===== src/rtl/baej_ctrl_pkg.sv =====
// Shared encodings for the Baej multicycle control unit: opcodes, FSM states
// and the datapath select / ALU operation codes.
package baej_ctrl_pkg;

  // Opcodes (IR[15:12]); 4'hD and 4'hE are illegal and retire as NOPs
  localparam logic [3:0] OP_ADD  = 4'h0;
  localparam logic [3:0] OP_SUB  = 4'h1;
  localparam logic [3:0] OP_AND  = 4'h2;
  localparam logic [3:0] OP_OR   = 4'h3;
  localparam logic [3:0] OP_ADDI = 4'h4;
  localparam logic [3:0] OP_LW   = 4'h5;
  localparam logic [3:0] OP_SW   = 4'h6;
  localparam logic [3:0] OP_BEQ  = 4'h7;
  localparam logic [3:0] OP_BNE  = 4'h8;
  localparam logic [3:0] OP_JAL  = 4'h9;
  localparam logic [3:0] OP_JR   = 4'hA;
  localparam logic [3:0] OP_IN   = 4'hB;
  localparam logic [3:0] OP_OUT  = 4'hC;
  localparam logic [3:0] OP_HALT = 4'hF;

  typedef enum logic [2:0] {
    ST_FETCH   = 3'd0,
    ST_DECODE  = 3'd1,
    ST_EXEC    = 3'd2,
    ST_MEM     = 3'd3,
    ST_WB      = 3'd4,
    ST_IO_WAIT = 3'd5,
    ST_HALT    = 3'd6
  } state_e;

  // Next-PC source
  localparam logic [1:0] PC_SRC_PC2    = 2'd0;
  localparam logic [1:0] PC_SRC_BRANCH = 2'd1;
  localparam logic [1:0] PC_SRC_JUMP   = 2'd2;
  localparam logic [1:0] PC_SRC_REG    = 2'd3;

  // Register write-back source
  localparam logic [1:0] WB_SRC_ALU  = 2'd0;
  localparam logic [1:0] WB_SRC_MDR  = 2'd1;
  localparam logic [1:0] WB_SRC_PC   = 2'd2;
  localparam logic [1:0] WB_SRC_IOIN = 2'd3;

  // ALU operand B source
  localparam logic [1:0] ALUB_REG    = 2'd0;
  localparam logic [1:0] ALUB_CONST2 = 2'd1;
  localparam logic [1:0] ALUB_SEXT   = 2'd2;
  localparam logic [1:0] ALUB_SHIFT  = 2'd3;

  // ALU operations; R-type opcodes map directly onto these
  localparam logic [2:0] ALU_ADD = 3'd0;
  localparam logic [2:0] ALU_SUB = 3'd1;
  localparam logic [2:0] ALU_AND = 3'd2;
  localparam logic [2:0] ALU_OR  = 3'd3;

  function automatic logic is_rtype(input logic [3:0] op);
    return op[3:2] == 2'b00;
  endfunction

endpackage


===== src/rtl/mem_wait_timer.sv =====
// Counts consecutive cycles a memory access waits on mem_ready and flags a
// timeout on the MEM_TIMEOUT-th stalled cycle (MEM_TIMEOUT in 1..255).
module mem_wait_timer #(
  parameter int unsigned MEM_TIMEOUT = 15
) (
  input  logic clk,
  input  logic rst_n,
  input  logic i_active,   // FSM is in a state that waits on memory
  input  logic i_ready,    // memory completes the access this cycle
  output logic o_timeout
);

  localparam logic [7:0] LP_LAST = 8'(MEM_TIMEOUT - 1);

  logic [7:0] r_count;

  // Count stalled cycles; any completion or leaving the waiting state clears
  // the count, so every new FETCH/MEM starts from zero.
  always_ff @(posedge clk or negedge rst_n) begin
    // NOTE: sequential state uses non-blocking assignments so every flop
    // samples pre-edge values regardless of block ordering.
    if (!rst_n) begin
      r_count <= '0;
    end else if (!i_active || i_ready) begin
      r_count <= '0;
    end else begin
      r_count <= r_count + 8'd1;
    end
  end

  assign o_timeout = i_active && !i_ready && (r_count == LP_LAST);

endmodule


===== src/rtl/multicycle_control_unit.sv =====
// Multicycle control FSM for the 16-bit Baej datapath.
// Optional build macro CU_PERF_COUNTERS_EN adds cycle_count / instr_retired.
module multicycle_control_unit
  import baej_ctrl_pkg::*;
#(
  parameter int unsigned MEM_TIMEOUT = 15
) (
  input  logic        clk,
  input  logic        reset,        // asynchronous, active-low
  input  logic [3:0]  opcode,
  input  logic        zero,
  input  logic        mem_ready,
  input  logic        io_in_valid,
  output logic        pc_write,
  output logic        ir_write,
  output logic        mem_read,
  output logic        mem_write,
  output logic        reg_write,
  output logic        io_out_write,
  output logic        iord,
  output logic [1:0]  pc_src,
  output logic [1:0]  wb_src,
  output logic [1:0]  alu_src_b,
  output logic [2:0]  alu_op,
  output logic        io_in_ready,
  output logic        halted,
  output logic        bus_error,
  output logic [2:0]  state
`ifdef CU_PERF_COUNTERS_EN
  ,
  output logic [31:0] cycle_count,
  output logic [31:0] instr_retired
`endif
);

  state_e r_state;
  state_e w_next;
  logic   w_timeout;
  logic   w_mem_wait;
  logic   r_bus_error;

  assign w_mem_wait = (r_state == ST_FETCH) || (r_state == ST_MEM);

  mem_wait_timer #(
    .MEM_TIMEOUT (MEM_TIMEOUT)
  ) u_mem_wait_timer (
    .clk       (clk),
    .rst_n     (reset),
    .i_active  (w_mem_wait),
    .i_ready   (mem_ready),
    .o_timeout (w_timeout)
  );

  // Next state and all control outputs; everything is forced low while reset
  // is asserted so no partial write can slip out of an aborted instruction.
  always_comb begin
    // NOTE: every output gets a default first so no path leaves a signal
    // unassigned, which would otherwise infer a latch.
    w_next       = r_state;
    pc_write     = 1'b0;
    ir_write     = 1'b0;
    mem_read     = 1'b0;
    mem_write    = 1'b0;
    reg_write    = 1'b0;
    io_out_write = 1'b0;
    iord         = 1'b0;
    pc_src       = PC_SRC_PC2;
    wb_src       = WB_SRC_ALU;
    alu_src_b    = ALUB_REG;
    alu_op       = ALU_ADD;
    io_in_ready  = 1'b0;

    if (reset) begin
      case (r_state)
        ST_FETCH: begin
          if (w_timeout) begin
            w_next = ST_HALT;
          end else begin
            mem_read  = 1'b1;
            alu_src_b = ALUB_CONST2;
            if (mem_ready) begin
              ir_write = 1'b1;
              pc_write = 1'b1;
              w_next   = ST_DECODE;
            end
          end
        end

        ST_DECODE: begin
          alu_src_b = ALUB_SHIFT;
          case (opcode)
            OP_HALT:    w_next = ST_HALT;
            4'hD, 4'hE: w_next = ST_FETCH;
            OP_IN:      w_next = ST_IO_WAIT;
            default:    w_next = ST_EXEC;
          endcase
        end

        ST_EXEC: begin
          w_next = ST_FETCH;
          if (is_rtype(opcode)) begin
            alu_op = {1'b0, opcode[1:0]};
            w_next = ST_WB;
          end else begin
            case (opcode)
              OP_ADDI: begin
                alu_src_b = ALUB_SEXT;
                w_next    = ST_WB;
              end
              OP_LW, OP_SW: begin
                alu_src_b = ALUB_SEXT;
                w_next    = ST_MEM;
              end
              OP_BEQ, OP_BNE: begin
                alu_op = ALU_SUB;
                if ((opcode == OP_BEQ) ? zero : !zero) begin
                  pc_write = 1'b1;
                  pc_src   = PC_SRC_BRANCH;
                end
              end
              OP_JAL: begin
                reg_write = 1'b1;
                wb_src    = WB_SRC_PC;
                pc_write  = 1'b1;
                pc_src    = PC_SRC_JUMP;
              end
              OP_JR: begin
                pc_write = 1'b1;
                pc_src   = PC_SRC_REG;
              end
              OP_OUT:  io_out_write = 1'b1;
              default: ;
            endcase
          end
        end

        ST_MEM: begin
          if (w_timeout) begin
            w_next = ST_HALT;
          end else begin
            iord      = 1'b1;
            mem_read  = (opcode == OP_LW);
            mem_write = (opcode == OP_SW);
            if (mem_ready) begin
              w_next = (opcode == OP_LW) ? ST_WB : ST_FETCH;
            end
          end
        end

        ST_WB: begin
          reg_write = 1'b1;
          wb_src    = (opcode == OP_LW) ? WB_SRC_MDR : WB_SRC_ALU;
          w_next    = ST_FETCH;
        end

        ST_IO_WAIT: begin
          io_in_ready = 1'b1;
          if (io_in_valid) begin
            reg_write = 1'b1;
            wb_src    = WB_SRC_IOIN;
            w_next    = ST_FETCH;
          end
        end

        ST_HALT: w_next = ST_HALT;

        default: w_next = ST_FETCH;
      endcase
    end
  end

  // State register and sticky bus error.
  always_ff @(posedge clk or negedge reset) begin
    if (!reset) begin
      r_state     <= ST_FETCH;
      r_bus_error <= 1'b0;
    end else begin
      r_state <= w_next;
      if (w_timeout) begin
        r_bus_error <= 1'b1;
      end
    end
  end

  assign state     = r_state;
  assign halted    = (r_state == ST_HALT);
  assign bus_error = r_bus_error;

`ifdef CU_PERF_COUNTERS_EN
  logic [31:0] r_cycle_count;
  logic [31:0] r_instr_retired;

  // Free-running counters: active cycles, and completed instructions counted
  // on every return to FETCH.
  always_ff @(posedge clk or negedge reset) begin
    if (!reset) begin
      r_cycle_count   <= '0;
      r_instr_retired <= '0;
    end else begin
      if (r_state != ST_HALT) begin
        r_cycle_count <= r_cycle_count + 32'd1;
      end
      if ((w_next == ST_FETCH) && (r_state != ST_FETCH)) begin
        r_instr_retired <= r_instr_retired + 32'd1;
      end
    end
  end

  assign cycle_count   = r_cycle_count;
  assign instr_retired = r_instr_retired;
`endif

endmodule

===== config.mk =====
export PLATFORM = sky130hd
export DESIGN_NAME = multicycle_control_unit
export DESIGN_NICKNAME = d
export VERILOG_FILES = /design/src/rtl/baej_ctrl_pkg.sv /design/src/rtl/mem_wait_timer.sv /design/src/rtl/multicycle_control_unit.sv
export SDC_FILE = /design/constraint.sdc
export NUM_CORES = 1
export LEC_CHECK = 0
export BUFFER_PORTS_ARGS = -buffer_cell sky130_fd_sc_hd__clkbuf_2
export CAP_MARGIN = 25
export CORE_ASPECT_RATIO = 1.1
export CORE_UTILIZATION = 52
export DETAILED_ROUTE_END_ITERATION = 12
export GPL_TIMING_DRIVEN = 0
export PLACE_DENSITY = 0.78
export SYNTH_ARGS = -nofsm -noshare
export SYNTH_HDL_FRONTEND = slang
export SYNTH_SLANG_ARGS = --single-unit

===== constraint.sdc =====
create_clock -name clk -period 2 [get_ports clk]
set_input_delay 0.3 -clock clk [delete_from_list [all_inputs] [get_ports clk]]
set_output_delay 0.3 -clock clk [all_outputs]
set_load 0.05 [all_outputs]

==> impl_metrics.env, run 1 <==
export IMPL_cts_htree_levels=1
export IMPL_num_nets_final=188
export IMPL_peakVddDrop_uv=1010
export IMPL_pwr_share_comb_pct=74.3
export IMPL_fin_cells=204
export IMPL_yosys_area_top_type_share_pct=26.7
export IMPL_grt_setup_unrepaired="yes"
export IMPL_synth_mux_area_fraction_pct=0
export IMPL_yosysWarnings=0
export IMPL_crit_path_end_kind="primary output"
export IMPL_p_int_w=0.000888
export IMPL_routed_via_density=6.38
export IMPL_clock_path_buffers=2
export IMPL_grt_pass1_vias=1180
export IMPL_vias=1301
export IMPL_required_ps=1700
export IMPL_antenna_found_initial=0
export IMPL_setup_viol=6
export IMPL_ioPinCount=31
export IMPL_postLayoutCoreUtil_pct=84.9
export IMPL_clock_sinks=12
export IMPL_drt_wl_total_mm=4.00
export IMPL_core_area_um2=2020
export IMPL_ys_ff_latch=12
export IMPL_drtIter0Drc=59
export IMPL_ant_nets=0
export IMPL_powerDensity_nw_per_um2=1150
export IMPL_finClkSkew_ps=16.8
export IMPL_dieArea_um2=2350
export IMPL_die_x_um=46.3
export IMPL_finalWorstSetupSlack_ps=-235
export IMPL_path_class="flop to primary output"
export IMPL_root_buffer="clkbuf_4"
export IMPL_start_kind="flop"
export IMPL_drc=0
export IMPL_p_seq_share_pct=17.8
export IMPL_violations="negative setup slack"
export IMPL_whs_ps=464
export IMPL_min_path_type="flop to flop"
export IMPL_wire_per_inst_um=19.6
export IMPL_synth_xor_area_share_pct=5.45
export IMPL_switching_share_pct=55.1
export IMPL_syn_cell_area_um2=1120
export IMPL_synth_fp_nets=148
export IMPL_drv_cap=0
export IMPL_grt_ovfl_total=0
export IMPL_synth_edff_count=0
export IMPL_min_period_over_period_pct=112
export IMPL_synth_top_cells_by_count="nor2_1, dfrtp_1, nand2_1, a211oi_1, nor3_1"
export IMPL_final_hold_viol_count=0
export IMPL_ys_types=55
export IMPL_syn_avg_cell_area_um2=8.21
export IMPL_p_sw_w=0.00109
export IMPL_synth_simple_area_share_pct=36.2
export IMPL_grtUsageTotal_pct=31.9
export IMPL_dp_cells=193
export IMPL_relSlewSlack_pct=62.0
export IMPL_crit_fanout=5
export IMPL_p_leak_nw=0.704
export IMPL_portBuffers=28
export IMPL_worstPathArrival_ps=1930
export IMPL_yosys_area_top_type="dfrtp_1"
export IMPL_clkPwrFrac_pct=8.0
export IMPL_initial_core_util_pct=55.7
export IMPL_fin_setup_tns_ps=-972
export IMPL_grt_max_degree=13
export IMPL_synth_top_family_by_area="simple AND/OR/NAND/NOR gates"
export IMPL_max_freq_mhz=447
export IMPL_path_clk_slew_ps=80
export IMPL_pre_cts_ws_ps=-238
export IMPL_drt_pass1_iterations=5
export IMPL_tritoncts="yes"
export IMPL_synthTopCellsByArea="dfrtp_1, nor2_1, a211oi_1, xor2_1, nor3_1"
export IMPL_grt_pass1_wl_mm=5.42
export IMPL_rows=17
export IMPL_synth_most_common_cell="nor2_1"
export IMPL_drive_gt1_share_pct=50.0
export IMPL_min_period_ps=2230
export IMPL_syn_to_final_growth_pct=52.5
export IMPL_synthAdderAreaFrac_pct=2.22
export IMPL_hpwl_mm=2.23
export IMPL_yosysSeqAreaShare_pct=26.7
export IMPL_synth_ff_type="dfrtp_1"
export IMPL_synth_compound_area_share_pct=21.7
export IMPL_clk_latency_ps=280
export IMPL_drv_slew=0
export IMPL_diodes=0
export IMPL_worst_pin_slew_ps=566
export IMPL_die_h_um=50.8
export IMPL_place_congestion=0.846
export IMPL_cts_buffers=3
export IMPL_status="finished with violations"
export IMPL_syn_instance_count=137
export IMPL_synth_async_reset_ratio_pct=100
## power by group through the flow
| stage | Clock [W] | Sequential [W] | Combinational [W] |
|---|---|---|---|
| 2_1_floorplan | 0 | 0.000440 | 0.000858 |
| 3_3_place_gp | 0 | 0.000344 | 0.00116 |
| 5_1_grt | 0.000171 | 0.000358 | 0.00154 |
| 6_report | 0.000158 | 0.000351 | 0.00147 |
| 4_1_cts | 0.000161 | 0.000347 | 0.00130 |
| 3_5_place_dp | 0 | 0.000349 | 0.00117 |
## cell type report
cell class / instances / area (µm²)
tap: 28 / 35.0
clock buffer: 4 / 26.3
multi-input combinational: 109 / 965
timing repair buffer: 37 / 302
sequential: 12 / 304
fill: 107 / 305
inverter: 6 / 26.3
buffer: 8 / 57.6
## critical path: stages (launching register included)
cell and delay [ps]:
dfrtp_2 430, nor2b_4 140, or4_4 550, nor2_4 260, a211oi_4 110, buf_8 160
## per-stage QoR
stage	total power, W	instance area [µm²]
4_1_cts	0.00180	1610
3_3_place_gp	0.00150	1430
2_1_floorplan	0.00130	1250
3_5_place_dp	0.00152	1430
6_report	0.00198	1720
5_1_grt	0.00207	1720
## path summary, 6_finish.rpt
path	from	end	slack, ps	cells past startpoint
setup / recovery	state[1]$_DFFE_PN0P_	alu_src_b[0]	-230	5
hold / removal	bus_error$_DFFE_PN0N_	bus_error$_DFFE_PN0N_	460	1
setup reg to reg	state[2]$_DFFE_PN0P_	state[0]$_DFFE_PN0P_	140	6
hold reg to reg	bus_error$_DFFE_PN0N_	bus_error$_DFFE_PN0N_	460	1
max in group asynchronous	reset	state[0]$_DFFE_PN0P_	860	2
min in group asynchronous	reset	u_mem_wait_timer.r_count[7]$_DFF_PN0_	770	2
## flip-flops by register name, summed over array words and instances, names as in the netlist
name and count:
u_mem_wait_timer.r_count 8, state 3, bus_error 1
## routing by layer
metal	share of wire [%]	wire length [µm]	GRT usage, %	vias up
met4	6.6	262	12.7	0
li1	-	-	-	586
met3	6.7	266	3.24	28
met5	0	0	0	-
met1	36	1430	38.6	608
met2	51	2040	55.1	79
## cell usage in the layout (no fill, tap or decap), types with 3 or more instances in the layout
| cell | synthesis | final |
|---|---|---|
| buf_8 | 0 | 5 |
| dfrtp_1 | 12 | 9 |
| nor2_1 | 16 | 13 |
| inv_1 | 5 | 4 |
| a211oi_1 | 7 | 6 |
| nand2_1 | 9 | 7 |
| clkbuf_4 | 0 | 8 |
| buf_4 | 2 | 11 |
| nor3_4 | 0 | 4 |
| xor2_1 | 5 | 5 |
| o22ai_1 | 3 | 3 |
| clkbuf_2 | 0 | 16 |
| nor3_2 | 0 | 3 |
| dfrtp_2 | 0 | 3 |
| clkbuf_8 | 0 | 3 |
## kinds of logic after synthesis
kind of cell / Yosys count
and+or+nand+nor: 69
other: 1
adders and majority gates: 2
buffers and inverters: 16
DFF: 12
xor gates and xnor gates: 7
AOI/OAI and AO/OA: 30
## repair_timing
item,CTS,global route
pin swaps,3,7
endpoints found under the setup margin,15,15
resized for setup,29,35
hold endpoints to repair,12,0
hold buffers,1,0
setup buffers,6,3
No activity file was read; power rests on OpenSTA's default activity.
==> run 2, diff against run 1 <==
--- a/config.mk
+++ b/config.mk
@@ -8,10 +8,10 @@
 export BUFFER_PORTS_ARGS = -buffer_cell sky130_fd_sc_hd__clkbuf_2
 export CAP_MARGIN = 25
 export CORE_ASPECT_RATIO = 1.1
-export CORE_UTILIZATION = 52
+export CORE_UTILIZATION = 55
 export DETAILED_ROUTE_END_ITERATION = 12
 export GPL_TIMING_DRIVEN = 0
-export PLACE_DENSITY = 0.78
+export PLACE_DENSITY = 0.82
 export SYNTH_ARGS = -nofsm -noshare
 export SYNTH_HDL_FRONTEND = slang
 export SYNTH_SLANG_ARGS = --single-unit
==> constraint.sdc (replaced) <==
create_clock -name clk -period 2.8 [get_ports clk]
set_input_delay 0.42 -clock clk [delete_from_list [all_inputs] [get_ports clk]]
set_output_delay 0.42 -clock clk [all_outputs]
set_load 0.05 [all_outputs]
==> run 2 against run 1 <==
Compared with the run above:
- the run now ends clean
- final cell count shrank 3.9%
- via count shrank 13%
- sequential cell count is the same
==> impl_metrics.env, run 2 (synthesized netlist as in run 1, its figures left out) <==
export IMPL_min_path_type="input pin to asynchronous set/reset pin"
export IMPL_p_leak_nw=0.574
export IMPL_die_x_um=45.1
export IMPL_final_hold_viol_count=0
export IMPL_path_class="flop to primary output"
export IMPL_status="complete, no violations"
export IMPL_routed_via_density=5.78
export IMPL_cts_htree_levels=1
export IMPL_path_buf_inv=3
export IMPL_cpMostUsedCell="buf_6"
export IMPL_powerDensity_nw_per_um2=836
export IMPL_setup_viol=0
export IMPL_core_area_um2=1840
export IMPL_root_buffer="clkbuf_4"
export IMPL_crit_family="simple AND/OR/NAND/NOR gates"
export IMPL_crit_path_end_kind="primary output"
export IMPL_final_cell_mix="clkbuf_2, nor2_1, dfrtp_1"
export IMPL_cts_buffers=3
export IMPL_syn_to_final_growth_pct=20.6
export IMPL_hpwl_mm=2.10
export IMPL_max_freq_mhz=394
export IMPL_diodes=0
export IMPL_place_congestion=0.874
export IMPL_relSlewSlack_pct=64.4
export IMPL_die_h_um=49.4
export IMPL_tritoncts="yes"
export IMPL_wire_per_inst_um=13.9
export IMPL_fin_setup_tns_ps=0
export IMPL_grt_ovfl_total=0
export IMPL_antenna_found_initial=0
export IMPL_r2r_cells=5
export IMPL_clock_path_buffers=2
export IMPL_layout_commonest_cell="clkbuf_2"
export IMPL_cpPeakStageDelay_ps=490
export IMPL_ctsHoldBuffers=0
export IMPL_post_cts_setup_buffer_count=0
export IMPL_dieArea_um2=2230
export IMPL_start_kind="flop"
export IMPL_worstPathCellList="buf_6 > nor2b_4 > or4_4 > buf_6 > nor2_4 > a211oi_2 > clkbuf_2"
export IMPL_cts_resized=0
export IMPL_min_period_ps=2540
export IMPL_drt_wl_total_mm=2.73
export IMPL_drc=0
export IMPL_grt_pass1_vias=1092
export IMPL_finalWorstSetupSlack_ps=265
export IMPL_clk_latency_ps=270
export IMPL_min_period_over_period_pct=90.5
export IMPL_ant_nets=0
export IMPL_clock_sinks=12
export IMPL_reg2reg_from="state[0]$_DFFE_PN0P_"
export IMPL_grt_setup_unrepaired="no"
export IMPL_portBuffers=28
export IMPL_num_nets_final=181
export IMPL_crit_fanout=10
export IMPL_top_register="u_mem_wait_timer.r_count"
export IMPL_grt_max_degree=20
export IMPL_r2r_end="state[0]$_DFFE_PN0P_"
export IMPL_required_ps=2380
export IMPL_pre_cts_ws_ps=444
export IMPL_rrSetupSlack_ps=1080
export IMPL_drtIter0Drc=19
export IMPL_grt_pass1_wl_mm=4.61
export IMPL_peakVddDrop_uv=553
export IMPL_drt_pass1_iterations=4
export IMPL_finalPower_w=0.00113
export IMPL_rows=16
export IMPL_path_clk_slew_ps=70
export IMPL_largest_reg_flops=8
export IMPL_ioPinCount=31
export IMPL_nFillCells=161
export IMPL_drive_gt1_share_pct=30.2
export IMPL_grtUsageTotal_pct=27.1
export IMPL_vias=1133
export IMPL_worstPathArrival_ps=2120
export IMPL_finClkSkew_ps=3.58
export IMPL_drv_cap=0
export IMPL_worst_pin_slew_ps=530
export IMPL_initial_core_util_pct=61.1
export IMPL_drv_slew=0
export IMPL_critical_path_slowest_cell="or4_4"
run 2: changes by cell type in the layout (fill, tap and decap cells not counted), sizes merged:
cell	before	now
buf	20	5
clkbuf	28	37
clkinvlp	1	0
dlygate4sd3	1	0
inv	5	6
run 2: how the worst max path moves through the flow:
stage / end / start / cells after the start
CTS: mem_read / state[1]$_DFFE_PN0P_ / 7
global placement: pc_write / opcode[2] / 6
detailed placement: pc_write / opcode[2] / 6
floorplan: iord / state[0]$_DFFE_PN0P_ / 5
finish: alu_src_b[0] / state[1]$_DFFE_PN0P_ / 7
global route: mem_read / state[1]$_DFFE_PN0P_ / 7
run 2: final cells by class:
type | instances | area, µm² | area share, %
flip-flops and latches | 12 | 300 | 22.1
inverters | 6 | 22.5 | 1.66
well taps | 27 | 33.8 | 2.49
multi-input cells | 109 | 762 | 56.2
repair buffers | 28 | 140 | 10.3
clock buffers | 4 | 36.3 | 2.68
plain buffers | 10 | 61.3 | 4.52
run 2: where the power goes:
group          switching (W)  leakage (nW)  internal, W
Combinational       0.000521         0.393     0.000237
Clock              0.0000537        0.0210    0.0000789
Sequential         0.0000390         0.161     0.000205
run 2: metal layers:
metal / vias up / share of wire [%] / track usage (%)
met4: 0 / 0.37 / 9.60
met5: - / 0 / 0
met2: 27 / 53 / 48.8
met1: 534 / 44 / 32.6
li1: 570 / - / -
met3: 2 / 2.6 / 1.48
run 2: stage by stage:
| step | cell area [µm²] | hold WS, ps | cells | util, % |
|---|---|---|---|---|
| final | 1360 | 79.7 | 196 | 73.6 |
| after global routing | 1360 | 101 | 196 | 73.6 |
| after CTS | 1360 | 76.1 | 196 | 73.6 |
| after detailed placement | 1320 | 370 | 192 | 71.7 |
| after global placement | 1320 | 369 | 192 | 71.7 |
| after floorplan | 1150 | 124 | 137 | - |
